**src/rtl/ice_tx_arbiter_pkg.sv**
```systemverilog
// Shared definitions for the ICE TX channel arbiter: FSM state encodings and
// the width of one TX character.
package ice_tx_arbiter_pkg;

  localparam int TX_BYTE_W = 8;

  typedef enum logic [1:0] {
    ST_IDLE    = 2'd0,
    ST_ARB     = 2'd1,
    ST_XFER    = 2'd2,
    ST_RELEASE = 2'd3
  } arb_state_t;

endpackage

```
**src/rtl/ice_tx_arbiter_rr_priority_pick.sv**
```systemverilog
// Combinational round-robin pick: the first set request after the pointer
// position wins, found by rotating, priority-encoding and rotating back.
module rr_priority_pick
  import ice_tx_arbiter_pkg::*;
#(
  parameter int NUM_DEV = 4,
  parameter int PTR_W   = $clog2(NUM_DEV)
) (
  input  logic [NUM_DEV-1:0] req,
  input  logic [PTR_W-1:0]   ptr,
  output logic [NUM_DEV-1:0] winner,
  output logic               any
);

  logic [2*NUM_DEV-1:0] rot_wide;
  logic [2*NUM_DEV-1:0] pick_wide;
  logic [NUM_DEV-1:0]   rot;
  logic [NUM_DEV-1:0]   rot_pick;
  int                   shift;

  // Bit 0 of the rotated vector is the device just after the pointer, so the
  // lowest set bit is the highest-priority requester.
  always_comb begin
    shift    = int'(ptr) + 1;
    rot_wide = {req, req} >> shift;
    rot      = rot_wide[NUM_DEV-1:0];
    rot_pick = '0;
    for (int i = NUM_DEV - 1; i >= 0; i--) begin
      if (rot[i]) begin
        rot_pick    = '0;
        rot_pick[i] = 1'b1;
      end
    end
    pick_wide = {rot_pick, rot_pick} << shift;
    winner    = pick_wide[2*NUM_DEV-1:NUM_DEV];
    any       = |req;
  end

endmodule

```
**src/rtl/ice_tx_arbiter.sv**
```systemverilog
// Frame-level round-robin arbiter sharing the TX character channel among
// NUM_DEV devices, with a watchdog that evicts a stalled owner.
module ice_tx_arbiter
  import ice_tx_arbiter_pkg::*;
#(
  parameter int NUM_DEV = 4,
  parameter int TIMEOUT = 255,
  parameter int TO_W    = 8
) (
  input  logic                           clk,
  input  logic                           rst,
  input  logic [NUM_DEV-1:0]             req,
  input  logic [TX_BYTE_W*NUM_DEV-1:0]   dev_data,
  input  logic [NUM_DEV-1:0]             dev_valid,
  input  logic [NUM_DEV-1:0]             dev_last,
  output logic [NUM_DEV-1:0]             dev_latch,
  output logic [NUM_DEV-1:0]             grant,
  output logic [TX_BYTE_W-1:0]           tx_char,
  output logic                           tx_char_valid,
  input  logic                           tx_char_ready,
  output logic                           busy,
  output logic                           timeout_evt
);

  localparam int PTR_W = $clog2(NUM_DEV);

  arb_state_t         state, state_n;
  logic [NUM_DEV-1:0] grant_n;
  logic [NUM_DEV-1:0] winner;
  logic [PTR_W-1:0]   owner, owner_n;
  logic [PTR_W-1:0]   ptr, ptr_n;
  logic [PTR_W-1:0]   win_idx;
  logic [TO_W-1:0]    wdog, wdog_n, wdog_inc;
  logic               timeout_n;
  logic               any_req;
  logic               xfer_cycle;
  logic               transfer;
  logic               release_now;

  rr_priority_pick #(
    .NUM_DEV (NUM_DEV),
    .PTR_W   (PTR_W)
  ) u_pick (
    .req    (req),
    .ptr    (ptr),
    .winner (winner),
    .any    (any_req)
  );

  always_comb begin
    win_idx = '0;
    for (int i = 0; i < NUM_DEV; i++) begin
      if (winner[i]) win_idx = PTR_W'(i);
    end
  end

  // Gating with rst keeps a frame dropped by reset from consuming a byte.
  assign xfer_cycle    = (state == ST_XFER) && !rst;
  assign tx_char       = dev_data[owner*TX_BYTE_W +: TX_BYTE_W];
  assign tx_char_valid = xfer_cycle && dev_valid[owner];
  assign transfer      = tx_char_valid && tx_char_ready;
  assign dev_latch     = transfer ? grant : '0;
  assign busy          = (state != ST_IDLE);
  assign wdog_inc      = (wdog == '1) ? wdog : wdog + TO_W'(1);

  always_comb begin
    state_n     = state;
    grant_n     = grant;
    owner_n     = owner;
    ptr_n       = ptr;
    wdog_n      = wdog;
    timeout_n   = 1'b0;
    release_now = 1'b0;
    case (state)
      ST_IDLE: begin
        if (any_req) state_n = ST_ARB;
      end
      ST_ARB: begin
        if (any_req) begin
          state_n = ST_XFER;
          grant_n = winner;
          owner_n = win_idx;
          wdog_n  = '0;
        end else begin
          state_n = ST_IDLE;
          grant_n = '0;
        end
      end
      ST_XFER: begin
        // A backpressured byte (valid, not ready) leaves the watchdog alone.
        if (transfer) begin
          if (dev_last[owner]) release_now = 1'b1;
          else                 wdog_n      = '0;
        end else if (!dev_valid[owner]) begin
          if (!req[owner]) begin
            release_now = 1'b1;
          end else if (wdog_inc == TO_W'(TIMEOUT)) begin
            release_now = 1'b1;
            timeout_n   = 1'b1;
            wdog_n      = wdog_inc;
          end else begin
            wdog_n = wdog_inc;
          end
        end
      end
      ST_RELEASE: begin
        state_n = ST_IDLE;
        grant_n = '0;
      end
      default: begin
        state_n = ST_IDLE;
        grant_n = '0;
      end
    endcase
    if (release_now) begin
      state_n = ST_RELEASE;
      grant_n = '0;
      ptr_n   = owner;
    end
  end

  always_ff @(posedge clk) begin
    if (rst) begin
      state       <= ST_IDLE;
      grant       <= '0;
      owner       <= '0;
      ptr         <= PTR_W'(NUM_DEV - 1);
      wdog        <= '0;
      timeout_evt <= 1'b0;
    end else begin
      state       <= state_n;
      grant       <= grant_n;
      owner       <= owner_n;
      ptr         <= ptr_n;
      wdog        <= wdog_n;
      timeout_evt <= timeout_n;
    end
  end

endmodule

```
**config.mk**
```make
export PLATFORM = sky130hd
export DESIGN_NAME = ice_tx_arbiter
export DESIGN_NICKNAME = d
export VERILOG_FILES = /design/src/rtl/ice_tx_arbiter_pkg.sv /design/src/rtl/ice_tx_arbiter_rr_priority_pick.sv /design/src/rtl/ice_tx_arbiter.sv
export SDC_FILE = /design/constraint.sdc
export NUM_CORES = 1
export LEC_CHECK = 0
export BUFFER_PORTS_ARGS = -buffer_cell sky130_fd_sc_hd__buf_2
export CAP_MARGIN = 0
export CELL_PAD_IN_SITES_DETAIL_PLACEMENT = 1
export CELL_PAD_IN_SITES_GLOBAL_PLACEMENT = 2
export CORE_ASPECT_RATIO = 0.7
export CORE_MARGIN = 2
export CORE_UTILIZATION = 30
export CTS_CLUSTER_DIAMETER = 200
export DETAILED_ROUTE_END_ITERATION = 6
export HOLD_SLACK_MARGIN = 0.12
export PLACE_DENSITY_LB_ADDON = 0.1
export SLEW_MARGIN = 20
export SYNTH_ARGS = -nofsm -noshare
export SYNTH_HDL_FRONTEND = slang
export SYNTH_SLANG_ARGS = --single-unit
export TNS_END_PERCENT = 30
```
**constraint.sdc**
```tcl
create_clock -name clk -period 6.4 [get_ports clk]
set_clock_uncertainty 0.1 [all_clocks]
set_input_delay 1.6 -clock clk [delete_from_list [all_inputs] [get_ports clk]]
set_output_delay 1.6 -clock clk [all_outputs]
set_load 0.1 [all_outputs]
```
# Word level (Yosys, flattened, before mapping)
# Index checks and enable logic that the tools add are counted.
dict set report op_classes {
  n_reduce_logical 15
  n_lt_le_gt_ge 1
  muxes 33
  addsub 2
  shift 3
  eq_ne 10
  bitwise_logic 2
}
# operator n
set op_table {}
lappend op_table {{8-bit 2-to-1 mux} 6}
lappend op_table {{32-bit by 6-bit indexed part select with 8-bit output} 1}
lappend op_table {{8-bit by 32-bit left shift with 8-bit output} 1}
lappend op_table {{8-bit by 32-bit >> shifter with 4-bit output} 1}
lappend op_table {{4-bit 2-to-1 mux} 6}
lappend op_table {{8-bit == test (second input constant)} 2}
lappend op_table {{8-bit one-hot mux with 2 select lines} 1}
lappend op_table {{1-bit 2-to-1 mux} 10}
lappend op_table {{2-bit 2-to-1 mux} 5}
lappend op_table {{3-bit inequality test (second input constant)} 3}
lappend op_table {{8-bit by 1-bit adder with 8-bit output (second input constant)} 1}
lappend op_table {{4-bit one-hot mux with 2 select lines} 1}
lappend op_table {{1-bit binary-select mux with 2-bit select} 3}
lappend op_table {{2-bit one-hot mux with 3 select lines} 1}
lappend op_table {{2-bit nonzero test} 3}
lappend op_table {{5-bit AND reduction} 1}
lappend op_table {{5-bit OR reduction} 1}
lappend op_table {{2-bit == test (second input constant)} 2}
lappend op_table {{2-bit AND reduction} 2}
lappend op_table {{4-bit nonzero test} 1}
lappend op_table {{4-bit OR reduction} 1}
lappend op_table {{2-bit by 1-bit adder with 3-bit output (second input constant)} 1}
lappend op_table {{1-bit logical AND} 3}
lappend op_table {{2-bit by 3-bit < comparator with 1-bit output (second input constant)} 1}
lappend op_table {{other kinds (7)} 8}
dict set report word_totals {
  reg_bits 19
  elab_cells 72
  out_inout_bits 19
}

# Longest topological paths before layout
# Gate-level depths: netlist of run 1.
dict set report logic_depth {
  word_depth 10
  depth_mapped 8
  ltp_nobuf 8
}

# By module
# From an unflattened synthesis of run 1, not the netlist that was laid out.
dict set report hier_totals {
  cells_unflattened 199
  area_unflattened_um2 1711.6
}
# mod cells_each n_inst area_each_um2
set modules_own_cells {}
lappend modules_own_cells {ice_tx_arbiter 160 1 1453.9}
lappend modules_own_cells {rr_priority_pick 39 1 257.7}

# Least setup slack after synthesis of run 1
# No wires, ideal clock.
dict set report synth_path {
  path_type {in2out}
  startpoint {input dev_valid[1]}
  endpoint {output dev_latch[0]}
  n_path_buf 0
  t_required_ns 4.700
  arrival_ns 2.851
  stages 3
  setup_slack_ns 1.849
  path_cell_list {mux4_2 -> and3_1 -> and2_1}
}
dict set report synth_between {
  elab_chain_cells 5
}
# element line
set synth_lines {}
lappend synth_lines {{from (decl)} ice_tx_arbiter.sv:14} ;# input logic [NUM_DEV-1:0] dev_valid,
lappend synth_lines {{1-bit binary-select mux with 2-bit select} ice_tx_arbiter.sv:60} ;# assign tx_char_valid = xfer_cycle && dev_valid[owner];
lappend synth_lines {{1-bit 2-to-1 mux (implied by the code)} ice_tx_arbiter.sv:60}
lappend synth_lines {{1-bit logical AND} ice_tx_arbiter.sv:60}
lappend synth_lines {{1-bit logical AND} ice_tx_arbiter.sv:61} ;# assign transfer = tx_char_valid && tx_char_ready;
lappend synth_lines {{4-bit 2-to-1 mux} ice_tx_arbiter.sv:62} ;# assign dev_latch = transfer ? grant : '0;
lappend synth_lines {{to (decl)} ice_tx_arbiter.sv:16} ;# output logic [NUM_DEV-1:0] dev_latch,
# Every way passes these cells. The select of a mux whose other input is x is not followed.

# Worst setup path in the final report of run 1
dict set report layout_path {
  startpoint {input dev_valid[3]}
  endpoint {output dev_latch[2]}
}
# The elaborated chain is that of the path after synthesis.

==> results.yml, run 1 <==
outcome:
  outcome: "completed"
synth:
  synth_fa_ha_area_frac: 0.04389
  syn-mean-instance-area_um2: 8.771
  synth_nets: 248
  synth-xor-area-share: 0
  synth-edff-count: 0
  ys_top_cells_by_count: "dfxtp_1, nor2_1, nand2_1, a21oi_1, mux4_2"
  synthFlopType: "dfxtp_1"
  async_reset_ff_frac: 0
  syn_inst: 195
  synth.area.mux_share: 0.1697
  ys_seq_area_frac: 0.2224
  synthSimpleGateAreaFrac: 0.2802
  synth_top_cell_by_area: "dfxtp_1"
  synthTopCellsByArea: "dfxtp_1, mux4_2, a21oi_1"
  netlist_area_mm2: 0.001710
  yosys_warnings: 0
  synth_top_family_by_area: "simple AND/OR/NAND/NOR gates"
  synth.top_cell.area_share: 0.2224
  ys_ff_latch: 19
  synth_cell_types: 48
  synth_compound_area_frac: 0.2348
drt:
  finalWirelength_mm: 5.543
  num_vias: 1773
  ant_nets: 0
  drt_iter0_drc: 100
  remaining_drc_errors: 0
  drtPass1Iterations: 4
  wire_per_inst_um: 17.11
  via_per_inst: 5.472
power_and_ir_drop:
  p_per_area_mw_per_mm2: 344.4
  p_leak_uw: 0.0008251
  ir_drop_v: 0.0001629
clock_network:
  cts_resized: 0
  cts_tree: "done"
  clock_sinks: 19
  cts_buffers: 3
  clk_latency_ns: 0.26
  cts.clk_slew.worst_paths_ns: 0.08
  cts_setup_buffers: 0
  clk_path_buf_depth: 2
  cts_hold_buf: 0
  cts_root_buf: "clkbuf_8"
  htree_levels: 1
floorplanning:
  ios: 66
  dieArea_mm2: 0.006331
  row_count: 22
  initial_utilization: 0.3186
  core-area_mm2: 0.005368
  die_y_um: 67.18
  die_w_um: 94.25
place:
  place_area_mm2: 0.002076
  gp_routability_congestion: 0.7831
  port_buffers: 65
  place_hpwl_mm: 4.457
  post-place-ws_ns: 1.706
sta:
  rsz0062_at_grt: "no"
  holdWs_ns: 0.3980
  finalCritPeriodShare: 0.7333
  timing.fmax_ghz: 0.2131
  hold_violations: 0
  slew_headroom: 0.5050
  setup_slack_ns: 1.707
  fin_crit_ns: 4.693
  slew_viol_final: 0
  setup_viol: 0
  tightest_slew_ns: 0.7414
  final.setup.tns_ns: 0
critical_path:
  cp.arrival_ns: 2.99
  cp_num_cells: 5
  worstPathRequired_ns: 4.70
  end_kind: "primary output"
  crit_path_max_fanout: 6
  reg2reg_depth: 5
  cp_slowest_cell: "mux4_2"
  startpoint_type: "input port"
  crit_chain: "buf_2 > mux4_2 > and3_1 > and2_1 > buf_2"
  r2r-end: "wdog[7]"
  rr_startpoint: "owner[0]"
  critPathMostFrequentCell: "buf_2"
  cp_top_family: "multiplexers"
  worstSetupEndpoint: "dev_latch[2]"
  critical_path_buf_inv_count: 2
  slowest_delay_ns: 0.58
  r2r_slack_ns: 3.69
  crit_start: "dev_valid[3]"
  criticalPathCategory: "input port to primary output"
worst_hold_path:
  hp-class: "register to register"
finish:
  fillers: 664
  areaGrowthSynthToFinish_pct: 24.07
  diodes: 0
  design_area_mm2: 0.002122
  drive_gt1_frac: 0.3810
  finalNetCount: 306
flow_run:
  drv_cap: 0
global_routing:
  antenna_found_initial: 0
  grt_pass1_vias: 1684
  overflow: 0
  grt_util_all_layers: 0.1761
  grt_pass1_wl_mm: 8.638
  grt_max_degree: 22
-- tightest hold or removal path: stages (launching register included) --
cell	delay, ns
dfxtp_1	0.33
nand2_1	0.07
a2111oi_2	0.06
-- sequential cells by signal, summed over array words and instances, names as in the netlist --
| signal | count |
|---|---|
| grant | 4 |
| owner | 2 |
| ptr | 2 |
| state | 2 |
| timeout_evt | 1 |
| wdog | 8 |
-- report_power, final --
part	internal (uW)	total [uW]	switching, uW
combinational	138	478	340
sequential	133	166	33.2
clock	43.4	86.8	43.4
total	315	731	416
-- layout make-up --
class,instances,area [um^2],area share
multi-input cells,155,1246,0.5873
flip-flops and latches,19,380.4,0.1792
repair buffers,65,325.3,0.1533
well taps,72,90.09,0.04245
clock buffers,3,41.29,0.01946
inverters,9,33.78,0.01592
clock inverters,1,5.005,0.002358
-- cells by family (layout without fill, tap and decap cells) --
family,after synthesis,in the layout
flops,19,19
buf+inv,21,78
mux,14,14
simple gates,84,84
fa+ha+maj,6,6
compound gates,51,51
-- layer usage --
layer,track usage,wire [um],vias up
met5,0,0,-
met4,0.02174,15,0
met3,0.04129,474,2
met2,0.2688,2234,63
met1,0.2606,2818,853
li1,-,-,855
-- how the worst min path moves through the flow --
stage          startpoint       end  slack, ns  depth (start not counted)
3_5_place_dp     grant[3]  grant[3]       0.40                          2
4_1_cts          grant[3]  grant[3]       0.41                          2
3_3_place_gp     grant[3]  grant[3]       0.40                          2
6_report         grant[3]  grant[3]       0.40                          2
5_1_grt          grant[3]  grant[3]       0.45                          2
2_1_floorplan     wdog[5]   wdog[5]       0.43                          2
-- through the flow --
stage | instances | util | total power, uW
after floorplan | 195 | - | 559.5
after global routing | 324 | 0.3953 | 775.7
after detailed placement | 320 | 0.3867 | 645.3
after global placement | 320 | 0.3867 | 645.0
after CTS | 324 | 0.3953 | 734.6
final | 324 | 0.3953 | 730.9
-- cell usage in the layout, fill, tap and decap left out, drive strengths merged, types with 8 or more instances in the layout --
cell type	count
buf	65
nor2	19
dfxtp	19
nand2	17
a21oi	17
mux4	12
inv	9
and2	9
nand3	8
Note: power is estimated with default switching activity, not from simulation.
==> run 2, diff against run 1 <==
--- a/config.mk
+++ b/config.mk
@@ -11,7 +11,7 @@
 export CELL_PAD_IN_SITES_GLOBAL_PLACEMENT = 2
 export CORE_ASPECT_RATIO = 0.7
 export CORE_MARGIN = 2
-export CORE_UTILIZATION = 30
+export CORE_UTILIZATION = 25
 export CTS_CLUSTER_DIAMETER = 200
 export DETAILED_ROUTE_END_ITERATION = 6
 export HOLD_SLACK_MARGIN = 0.12
==> constraint.sdc (replaced) <==
create_clock -name clk -period 4.05 [get_ports clk]
set_clock_uncertainty 0.1 [all_clocks]
set_input_delay 1.0125 -clock clk [delete_from_list [all_inputs] [get_ports clk]]
set_output_delay 1.0125 -clock clk [all_outputs]
set_load 0.1 [all_outputs]
==> run 2 against run 1 <==
  * Sequential share of layout area is 0.40 points lower
  * Wire length is 5.6% higher
  * Sequential power rose by 42%
  * Critical path type unchanged
  * First-iteration DRC count fell by 9.0%
  * Non-clock buffer count up 3
  * Die area grew 19%
  * Global-route usage fell by 1.8 points
  * Cell count is 7.7% higher
  * Critical path depth stayed put
  * Register-to-register slack worse by 2.1 ns
==> results.yml, run 2 (synthesized netlist as in run 1, its figures left out) <==
critical_path:
  criticalPathCategory: "input port to primary output"
  crit_path_max_fanout: 6
  cp.arrival_ns: 2.40
  startpoint_type: "input port"
  rr_startpoint: "wdog[1]"
  end_kind: "primary output"
  worstPathRequired_ns: 2.94
  r2r_slack_ns: 1.57
  r2r-end: "ptr[0]"
  reg2reg_depth: 7
sta:
  slew_viol_final: 0
  hold_violations: 0
  slew_headroom: 0.5747
  rsz0062_at_grt: "no"
  fin_crit_ns: 3.509
  final.setup.tns_ns: 0
  setup_viol: 0
  timing.fmax_ghz: 0.2849
  finalCritPeriodShare: 0.8665
  holdWs_ns: 0.3990
  tightest_slew_ns: 0.6327
clock_network:
  clk_latency_ns: 0.26
  cts_hold_buf: 0
  clock_sinks: 19
  cts_tree: "done"
  cts_setup_buffers: 0
  cts_buffers: 3
  clk_path_buf_depth: 2
  cts.clk_slew.worst_paths_ns: 0.07
  htree_levels: 1
  cts_root_buf: "clkbuf_8"
  cts_resized: 0
place:
  place_area_mm2: 0.002126
  gp_routability_congestion: 0.7627
  place_hpwl_mm: 4.785
  port_buffers: 65
worst_hold_path:
  hp-class: "register to register"
  min_to: "grant[3]"
  hold_depth: 2
  hp-start: "grant[3]"
floorplanning:
  ios: 66
  core-area_mm2: 0.006694
  dieArea_mm2: 0.007530
  initial_utilization: 0.2555
  die_y_um: 73.21
  row_count: 25
  die_w_um: 102.9
power_and_ir_drop:
  ir_drop_v: 0.0003156
  p_leak_uw: 0.0008379
  power_uw: 1164
  p_per_area_mw_per_mm2: 536.3
finish:
  largest_reg_flops: 8
  finalNetCount: 309
  areaGrowthSynthToFinish_pct: 26.92
  fin_util: 0.3243
  drive_gt1_frac: 0.3843
  final_common_cell: "buf_2"
  top_regs: "wdog: 8 flops, grant: 4 flops"
  regMostFlops: "wdog"
  design_area_mm2: 0.002171
  layout_common_cells: "buf_2, nor2_1, dfxtp_1, nand2_1, a21oi_1"
  diodes: 0
  fillers: 844
drt:
  drtPass1Iterations: 4
  remaining_drc_errors: 0
  via_per_inst: 4.983
  num_vias: 1739
  finalWirelength_mm: 5.856
  wire_per_inst_um: 16.78
  drt_iter0_drc: 91
  ant_nets: 0
global_routing:
  grt_util_all_layers: 0.1582
  grt_max_degree: 21
  grt_pass1_vias: 1732
  antenna_found_initial: 0
  grt_pass1_wl_mm: 9.121
  overflow: 0
flow_run:
  drv_cap: 0
outcome:
  outcome: "completed"
==> run 2: cell types whose count changed in the layout (fill, tap and decap cells not counted), sizes merged <==
cell    previous run  this run
clkinv             1         0
clkbuf             3         4
buf               65        68
==> run 2: worst max-delay path by stage <==
stage                       from            to  slack, ns  cells past startpoint
finish              dev_valid[3]  dev_latch[2]       0.54                      5
global route        dev_valid[3]  dev_latch[0]       0.47                      5
CTS                 dev_valid[3]  dev_latch[1]       0.53                      5
detailed placement  dev_valid[3]  dev_latch[1]       0.54                      5
global placement    dev_valid[3]  dev_latch[1]       0.54                      5
floorplan           dev_valid[1]  dev_latch[0]       0.67                      3
==> run 2: metrics by stage <==
step                      worst slack [ns]  instances
final                               0.5405        349
after global routing                0.4664        349
after CTS                           0.5346        349
after detailed placement            0.5352        345
after global placement              0.5418        345
after floorplan                     0.6736        195
==> run 2: routing by layer <==
layer,track usage,vias up,share of wire,routed length (um)
met5,0,-,0,0
met4,0.01316,0,0.0041,24
met3,0.03927,2,0.089,522
met2,0.2411,64,0.40,2369
met1,0.2350,806,0.50,2940
li1,-,867,-,-
==> run 2: power by group <==
group	switching, uW	internal [uW]	total, uW
logic	567	225	792
registers	25.6	210	236
clock network	66.4	70.0	136
==> run 2: cell type report <==
class                   instances  area [um^2]  share of cell area
well taps                      94        117.6             0.05418
multi-input cells             155         1246              0.5741
flip-flops and latches         19        380.4              0.1752
inverters                       9        33.78             0.01556
repair buffers                 68        347.8              0.1602
clock buffers                   4        45.04             0.02075
==> run 2: worst max-delay path, cell delays in order <==
cell	delay [ns]
buf_2	0.09
mux4_2	0.57
and3_1	0.26
and2_1	0.17
buf_2	0.28
